===== config.mk =====
export PLATFORM = sky130hd
export DESIGN_NAME = uart_rx_flat
export DESIGN_NICKNAME = d
export VERILOG_FILES = /design/src/rtl/uart_pkg.sv /design/src/rtl/uart_rx_if.sv /design/src/rtl/sync_2ff.sv /design/src/rtl/uart_rx.sv /design/src/flat_wrapper.sv
export SDC_FILE = /design/constraint.sdc
export NUM_CORES = 1
export LEC_CHECK = 0
export CAP_MARGIN = 20
export CELL_PAD_IN_SITES_DETAIL_PLACEMENT = 2
export CELL_PAD_IN_SITES_GLOBAL_PLACEMENT = 2
export CORE_ASPECT_RATIO = 1.2
export CORE_MARGIN = 1.5
export CORE_UTILIZATION = 37
export CTS_CLUSTER_SIZE = 30
export DETAILED_ROUTE_END_ITERATION = 8
export GPL_ROUTABILITY_DRIVEN = 1
export GPL_TIMING_DRIVEN = 0
export PLACE_DENSITY_LB_ADDON = 0.08
export SKIP_LAST_GASP = 1
export SLEW_MARGIN = 10
export SYNTH_ARGS = -nofsm -noshare
export SYNTH_HDL_FRONTEND = slang
export SYNTH_SLANG_ARGS = --single-unit

===== constraint.sdc =====
create_clock -name clk -period 3.1 [get_ports clk]
set_input_delay 0.62 -clock clk [delete_from_list [all_inputs] [get_ports clk]]
set_output_delay 0.62 -clock clk [all_outputs]
set_load 0.02 [all_outputs]

===== src/rtl/uart_pkg.sv =====
// rtl/uart_pkg.sv - shared UART constants and receiver/transmitter state type
package uart_pkg;

    localparam int CLKS_PER_BIT_9600_12M = 1250;
    localparam int DATA_BITS             = 8;
    localparam int IDX_W                 = $clog2(DATA_BITS);

    typedef enum logic [2:0] {
        IDLE,
        START,
        DATA,
        STOP,
        WAIT_IDLE
    } uart_state_t;

endpackage


===== src/rtl/uart_rx_if.sv =====
// rtl/uart_rx_if.sv - received-byte valid/ready channel with error pulses
interface uart_rx_if;
    import uart_pkg::*;

    logic [DATA_BITS-1:0] data;
    logic                 valid;
    logic                 ready;
    logic                 frame_err;
    logic                 overrun;

    modport master (
        output data,
        output valid,
        output frame_err,
        output overrun,
        input  ready
    );

    modport slave (
        input  data,
        input  valid,
        input  frame_err,
        input  overrun,
        output ready
    );

endinterface


===== src/rtl/sync_2ff.sv =====
// rtl/sync_2ff.sv - two-flop synchronizer for asynchronous pins, reset to all ones by default
module sync_2ff #(
    parameter int               WIDTH     = 1,
    parameter logic [WIDTH-1:0] RESET_VAL = '1
) (
    input  logic             clk,
    input  logic             rst,
    input  logic [WIDTH-1:0] i_d,
    output logic [WIDTH-1:0] o_q
);

    logic [WIDTH-1:0] r_meta;
    logic [WIDTH-1:0] r_sync;

    always_ff @(posedge clk) begin
        if (rst) begin
            r_meta <= RESET_VAL;
            r_sync <= RESET_VAL;
        end else begin
            r_meta <= i_d;
            r_sync <= r_meta;
        end
    end

    assign o_q = r_sync;

endmodule


===== src/rtl/uart_rx.sv =====
// rtl/uart_rx.sv - 8N1 UART receiver with a one-entry valid/ready output register
module uart_rx
    import uart_pkg::*;
#(
    parameter int CLKS_PER_BIT = CLKS_PER_BIT_9600_12M,
    parameter int CNT_W        = $clog2(CLKS_PER_BIT)
) (
    input  logic      clk,
    input  logic      rst,
    input  logic      rx,
    uart_rx_if.master out_if
);

    localparam logic [CNT_W-1:0] HALF_M1  = CNT_W'(CLKS_PER_BIT / 2 - 1);
    localparam logic [CNT_W-1:0] FULL_M1  = CNT_W'(CLKS_PER_BIT - 1);
    localparam logic [IDX_W-1:0] LAST_IDX = IDX_W'(DATA_BITS - 1);

    logic                 w_rx_s;
    uart_state_t          r_state;
    logic [CNT_W-1:0]     r_cnt;
    logic [IDX_W-1:0]     r_idx;
    logic [DATA_BITS-1:0] r_shift;
    logic [DATA_BITS-1:0] r_data;
    logic                 r_valid;
    logic                 r_frame_err;
    logic                 r_overrun;

    sync_2ff #(
        .WIDTH     (1),
        .RESET_VAL (1'b1)
    ) u_sync (
        .clk (clk),
        .rst (rst),
        .i_d (rx),
        .o_q (w_rx_s)
    );

    always_ff @(posedge clk) begin
        if (rst) begin
            r_state     <= IDLE;
            r_cnt       <= '0;
            r_idx       <= '0;
            r_shift     <= '0;
            r_data      <= '0;
            r_valid     <= 1'b0;
            r_frame_err <= 1'b0;
            r_overrun   <= 1'b0;
        end else begin
            r_frame_err <= 1'b0;
            r_overrun   <= 1'b0;
            // A delivery in STOP below overrides this clear when both coincide.
            if (r_valid && out_if.ready) begin
                r_valid <= 1'b0;
            end
            case (r_state)
                IDLE: begin
                    r_cnt <= '0;
                    if (!w_rx_s) begin
                        r_state <= START;
                    end
                end
                START: begin
                    if (r_cnt == HALF_M1) begin
                        r_cnt   <= '0;
                        r_idx   <= '0;
                        r_state <= w_rx_s ? IDLE : DATA;
                    end else begin
                        r_cnt <= r_cnt + 1'b1;
                    end
                end
                DATA: begin
                    if (r_cnt == FULL_M1) begin
                        r_cnt   <= '0;
                        r_shift <= {w_rx_s, r_shift[DATA_BITS-1:1]};
                        if (r_idx == LAST_IDX) begin
                            r_state <= STOP;
                        end else begin
                            r_idx <= r_idx + 1'b1;
                        end
                    end else begin
                        r_cnt <= r_cnt + 1'b1;
                    end
                end
                STOP: begin
                    if (r_cnt == FULL_M1) begin
                        r_cnt <= '0;
                        if (w_rx_s) begin
                            r_state <= IDLE;
                            if (!r_valid || out_if.ready) begin
                                r_data  <= r_shift;
                                r_valid <= 1'b1;
                            end else begin
                                r_overrun <= 1'b1;
                            end
                        end else begin
                            r_frame_err <= 1'b1;
                            r_state     <= WAIT_IDLE;
                        end
                    end else begin
                        r_cnt <= r_cnt + 1'b1;
                    end
                end
                // Hold off until the line returns high so a break is not seen as 0x00 frames.
                WAIT_IDLE: begin
                    r_cnt <= '0;
                    if (w_rx_s) begin
                        r_state <= IDLE;
                    end
                end
                default: begin
                    r_cnt   <= '0;
                    r_state <= IDLE;
                end
            endcase
        end
    end

    assign out_if.data      = r_data;
    assign out_if.valid     = r_valid;
    assign out_if.frame_err = r_frame_err;
    assign out_if.overrun   = r_overrun;

endmodule


===== src/flat_wrapper.sv =====
// flat-port wrapper written by rule: the top's interface ports become plain ports
module uart_rx_flat import uart_pkg::*;
#(
    parameter int CLKS_PER_BIT = CLKS_PER_BIT_9600_12M,
    parameter int CNT_W        = $clog2(CLKS_PER_BIT)
)
  (clk, rst, rx, out_if_data, out_if_valid, out_if_frame_err, out_if_overrun, out_if_ready);
  uart_rx_if out_if_i ();
  input  logic clk;
  input  logic rst;
  input  logic rx;
  output wire logic [$bits(out_if_i.data)-1:0] out_if_data;
  output wire logic [$bits(out_if_i.valid)-1:0] out_if_valid;
  output wire logic [$bits(out_if_i.frame_err)-1:0] out_if_frame_err;
  output wire logic [$bits(out_if_i.overrun)-1:0] out_if_overrun;
  input wire logic [$bits(out_if_i.ready)-1:0] out_if_ready;
  assign out_if_data = out_if_i.data;
  assign out_if_valid = out_if_i.valid;
  assign out_if_frame_err = out_if_i.frame_err;
  assign out_if_overrun = out_if_i.overrun;
  assign out_if_i.ready = out_if_ready;
  uart_rx #(.CLKS_PER_BIT(CLKS_PER_BIT), .CNT_W(CNT_W)) u_core (.clk(clk), .rst(rst), .rx(rx), .out_if(out_if_i));
endmodule

---- Word-level counts from Yosys, hierarchy flattened ----
Index checks and enable logic that the tools add are counted.
storage, ports and cells
  register bits after elaboration ......... 38
operators by class
  add/subtract/negate cells ............... 2
  eq/ne operators ......................... 14
  mux-type cells .......................... 23
  bitwise gates (word level) .............. 3
  reductions and logical operators ........ 12
operators with widths
  cell                                                               count
  3-bit 2-to-1 mux                                                   10
  11-bit 2-to-1 mux                                                  2
  11-bit one-hot mux with 2 select lines                             1
  3-bit one-hot mux with 5 select lines                              1
  11-bit by 1-bit adder with 11-bit output, second input constant    1
  11-bit by 10-bit == test with 1-bit output, second input constant  1
  11-bit == test, second input constant                              1
  2-bit by 1-bit != test with 1-bit output, second input constant    4
  4-bit AND reduction                                                2
  1-bit 2-to-1 mux                                                   7
  3-bit by 2-bit == test with 1-bit output, second input constant    2
  3-bit == test, second input constant                               2
  2-bit != test, second input constant                               3
  3-bit one-hot mux with 2 select lines                              1
  6-bit AND reduction                                                1
  4-bit OR reduction                                                 1
  3-bit by 1-bit adder with 3-bit output, second input constant      1
  3-bit by 1-bit == test with 1-bit output, second input constant    1
  3-bit zero test                                                    1
  1-bit inverter                                                     3
  3-bit OR reduction                                                 1
  2-bit 2-to-1 mux                                                   1
  2-bit AND reduction                                                1
  2-bit nonzero test                                                 1
  other kinds (4)                                                    4

---- Longest topological paths before layout ----
  word-level depth ........................ 6
  mapped depth ............................ 7

---- By module ----
Synthesis repeated with hierarchy kept, for this count alone.
second synthesis, totals
  cell total of the unflattened synthesis .. 170
  area, all modules ....................... 1687.9 µm²
by module, submodules not included
  module    times used  cells an instance  area each (µm²)  seq. area each (µm²)
  uart_rx   1           166                1635.3           720.7
  sync_2ff  1           4                  52.6             40.0

---- Worst setup path before layout ----
OpenSTA, ideal clock, no wires.
  path kind ............................... register to register
  from .................................... register u_core.r_cnt[3]
  to ...................................... register u_core.r_idx[1]
  setup time .............................. 0.120 ns
  data arrival time ....................... 1.748 ns
  setup slack ............................. 1.233 ns
  cell stages (with the launch flop) ...... 7
  path buffers ............................ 2
  cells stage by stage .................... dfxtp_1 -> or3_1 -> buf_2 -> or4_4 -> buf_4 -> o2111ai_1 -> nand2_1
between the ends
  cells in the longest elaborated chain, start to end .. 3
  elaborated cells between the ends (all ways) .. 5
RTL lines
  what                                                                                 line                          RTL
  start: declaration                                                                   uart_rx.sv:20                 logic [CNT_W-1:0] r_cnt;
  start signal: assignment                                                             uart_rx.sv:68                 r_cnt <= r_cnt + 1'b1;
  start signal: assignment                                                             uart_rx.sv:81                 r_cnt <= r_cnt + 1'b1;
  start signal: assignment                                                             uart_rx.sv:100                r_cnt <= r_cnt + 1'b1;
  11-bit == test / 11-bit by 10-bit == test with 1-bit output (equally long branches)  uart_rx.sv:72, uart_rx.sv:63
  2-bit by 1-bit != test with 1-bit output (no source line)                            --
  4-bit AND reduction (no source line) (*)                                             --
  end signal: assignment                                                               uart_rx.sv:78                 r_idx <= r_idx + 1'b1;
  end: declaration                                                                     uart_rx.sv:21                 logic [IDX_W-1:0] r_idx;
Every way passes the cells marked *; elsewhere a longest branch is shown, timed or not.
A chain may end at the register's enable or synchronous reset.

---- Worst setup path after layout ----
  from .................................... register u_core.r_idx[0]
  to ...................................... register u_core.r_idx[2]
between the ends
  cells in the longest elaborated chain, start to end .. 4
  elaborated cells between the ends (all ways) .. 7
RTL lines
  what                                    line           RTL
  3-bit by 1-bit adder with 3-bit output  uart_rx.sv:78
  3-bit 2-to-1 mux                        uart_rx.sv:75  if (r_idx == LAST_IDX) begin
  3-bit 2-to-1 mux                        uart_rx.sv:72  if (r_cnt == FULL_M1) begin
  3-bit one-hot mux with 2 select lines   uart_rx.sv:55  case (r_state)
Several ways; a longest one is shown, not always the timed one. The select of a mux whose other input is x is not followed.

==> impl_metrics.tcl <==
set metrics [dict create \
    status "finished clean" \
    layout_common_cells "dfxtp_1, nor2_1, a21oi_1" \
    h-tree-depth 2 \
    ys_types 40 \
    tritoncts "yes" \
    yosysTopAreaCell "dfxtp_1" \
    hold_viol_final 0 \
    syn_inst 186 \
    grt.overflow.total 0 \
    synth_nets 195 \
    fin_util_pct 46.76 \
    boundaryPins 15 \
    vias 1433 \
    postCtsHoldBufs 0 \
    r2r-start "u_core.r_idx[0]$_SDFFE_PP0P_" \
    fill_cells 467 \
    dpl.hpwl_um 3263 \
    multi_input_area_um2 849.6 \
    clk_pin_slew_ns 0.07 \
    setup_slack_ns 1.012 \
    viasPerCell 5.449 \
    grt_start_max_net_pins 13 \
    cp-startpoint "u_core.r_idx[0]$_SDFFE_PP0P_" \
    cts_buffers 5 \
    worst_r2r_endpoint "u_core.r_idx[2]$_SDFFE_PP0P_" \
    drive_gt1_share_pct 8.696 \
    globalplace.congestion 0.7684 \
    place_ws_ns 1.033 \
    r2r_setup_slack_ns 1.01 \
    hold_path_depth 1 \
    firstDrtPassIters 4 \
    ys_seq_area_share_pct 45.27 \
    slew_viol_final 0 \
    post_cts_buffers 0 \
    synth_area_leaders "dfxtp_1, mux2i_1, nor2_1, a21oi_1, ha_1" \
    synth_seq_cells 38 \
    initial_core_util_pct 38.84 \
    whs_ns 0.4185 \
    antenna_found_initial 0 \
    io_buffer_count 13 \
    relSlewSlack_pct 49.99 \
    ff_latch_area_um2 760.7 \
    wl_per_cell_um 16.66 \
    yosysWarnings 0 \
    grtUsageTotal_pct 19.45 \
    clock_sinks 38 \
    arrival_ns 2.32 \
    grt_pass1_vias 1541 \
    dieArea_mm2 0.004957 \
    dieWidth_um 64.52 \
    cts_resized 0 \
    core_area_mm2 0.004327 \
    cts.path.max_buffers 2 \
    grt_pass1_wl_um 7507 \
    netlist_area_mm2 0.001680 \
    cp-start-kind "flip-flop" \
    drt_iter0_drc 23 \
    powerDensity_mw_per_mm2 507.8 \
    min-delay-start "u_core.u_sync.r_meta$_SDFF_PP1_" \
    cts_root_buf "clkbuf_8" \
    power.leakage_nw 0.7508 \
    reg2regPathDepth 6 \
    period_needed_ns 2.088 \
    num_antenna_cells 0 \
    area_delta_synth_final_pct 20.40 \
    tns_ns 0 \
    nNetsFinal 215 \
    drtAntennaViolNets 0 \
    hold_class "reg -> reg" \
    die_h_um 76.83 \
    synth_area_per_cell_um2 9.034 \
    holdPathEnd "u_core.u_sync.o_q$_SDFF_PP1_" \
    final_common_cell "dfxtp_1" \
    critPathKind "reg -> reg" \
    worst-path-max-fanout 7 \
    routed_wl_um 4382 \
    yosysTopAreaCellShare_pct 45.27 \
    fmax_mhz 479.0 \
    peakVddDrop_v 0.0002697 \
    required_ns 3.33 \
    period_share_pct 67.34 \
    rows 26 \
    maxCapViolations 0 \
    rsz0062_at_grt "no" \
    finClkSkew_ns 0.002331 \
    drc_errors 0 \
    worstMarginPinSlew_ns 0.7440 \
    cp-end-kind "flip-flop" \
    clk_latency_ns 0.29 \
    setup-violations-final 0 \
]
==> worst max-delay path by stage <==
stage | slack [ns] | endpoint
finish | 1.01 | u_core.r_idx[2]$_SDFFE_PP0P_
global route | 0.83 | u_core.out_if.data[2]$_SDFFE_PP0P_
CTS | 0.98 | u_core.r_idx[2]$_SDFFE_PP0P_
detailed placement | 1.03 | u_core.out_if.data[0]$_SDFFE_PP0P_
global placement | 1.12 | u_core.out_if.data[7]$_SDFFE_PP0P_
floorplan | 1.23 | u_core.r_idx[1]$_SDFFE_PP0P_
==> state kept, by name, indices dropped and copies added (netlist names) <==
| signal | count |
|---|---|
| u_core.r_shift | 8 |
| u_core.r_cnt | 11 |
| u_core.out_if.data | 8 |
| u_core.out_if.valid | 1 |
| u_core.u_sync.r_meta | 1 |
| u_core.u_sync.o_q | 1 |
| u_core.out_if.overrun | 1 |
| u_core.r_state | 3 |
| u_core.r_idx | 3 |
| u_core.out_if.frame_err | 1 |
==> critical path, cell delays in order (launching register included) <==
cell      delay (ns)
dfxtp_1         0.33
ha_1            0.21
ha_1            0.27
or4b_2          0.65
nor4_1          0.36
o211ai_1        0.13
nand2_1         0.07
==> through the flow <==
stage	cell area, um2	std cells	total power [W]
global route	2023	263	0.001062
floorplan	1680	186	0.0005134
global placement	1881	255	0.0005197
detailed placement	1881	255	0.0005208
finish	2023	263	0.001027
CTS	2023	263	0.001036
==> cell usage after synthesis <==
cell	count
a21oi_1	14
a31oi_1	1
and3_1	2
and4_1	3
buf_1	1
buf_2	2
buf_4	1
clkbuf_1	7
dfxtp_1	38
ha_1	5
inv_1	6
mux2i_1	9
nand2_1	6
nand2b_1	1
nand3_1	12
nand3b_1	1
nand4_1	3
nand4b_1	2
nor2_1	23
nor2b_1	2
nor3_1	2
nor3b_1	2
nor4_1	2
nor4_2	1
nor4bb_1	1
o2111ai_1	2
o211ai_1	3
o21ai_0	9
o21ai_1	1
o221ai_1	1
o2bb2ai_1	1
o31a_1	1
or2_2	2
or3_1	2
or3b_2	2
or4_1	3
or4_4	1
or4b_2	1
xnor2_1	3
xor2_1	7
==> logic make-up (layout without fill, tap and decap cells) <==
group / after synthesis / count (layout) / share of synthesized area (%)
and+or+nand+nor: 74 / 74 / 24.80
DFF: 38 / 38 / 45.27
AOI/OAI and AO/OA: 33 / 33 / 11.47
buffers and inverters: 17 / 38 / 4.170
xor gates and xnor gates: 10 / 10 / 5.213
muxes: 9 / 9 / 5.361
adders and majority gates: 5 / 5 / 3.723
==> layer usage <==
layer | global-route usage, % | wire length, um
met5 | 0 | 0
met2 | 34.38 | 2316
met3 | 4.839 | 119
met1 | 21.93 | 1834
met4 | 8.085 | 112
==> power breakdown <==
part / switching (W) / total [W] / internal, W
logic: 0.0000112 / 0.0000183 / 0.00000716
registers: 0.00000146 / 0.000491 / 0.000489
clock network: 0.000175 / 0.000518 / 0.000343
==> area by class of cell <==
| type | count | share of cell area (%) |
|---|---|---|
| clock inverter | 2 | 2.968 |
| tap | 56 | 3.463 |
| multi-input combinational | 131 | 41.99 |
| inverter | 6 | 1.113 |
| clock buffer | 6 | 4.082 |
| buffer | 11 | 2.350 |
| timing repair buffer | 13 | 6.432 |
| sequential | 38 | 37.60 |
(Power assumes the default switching activity.)
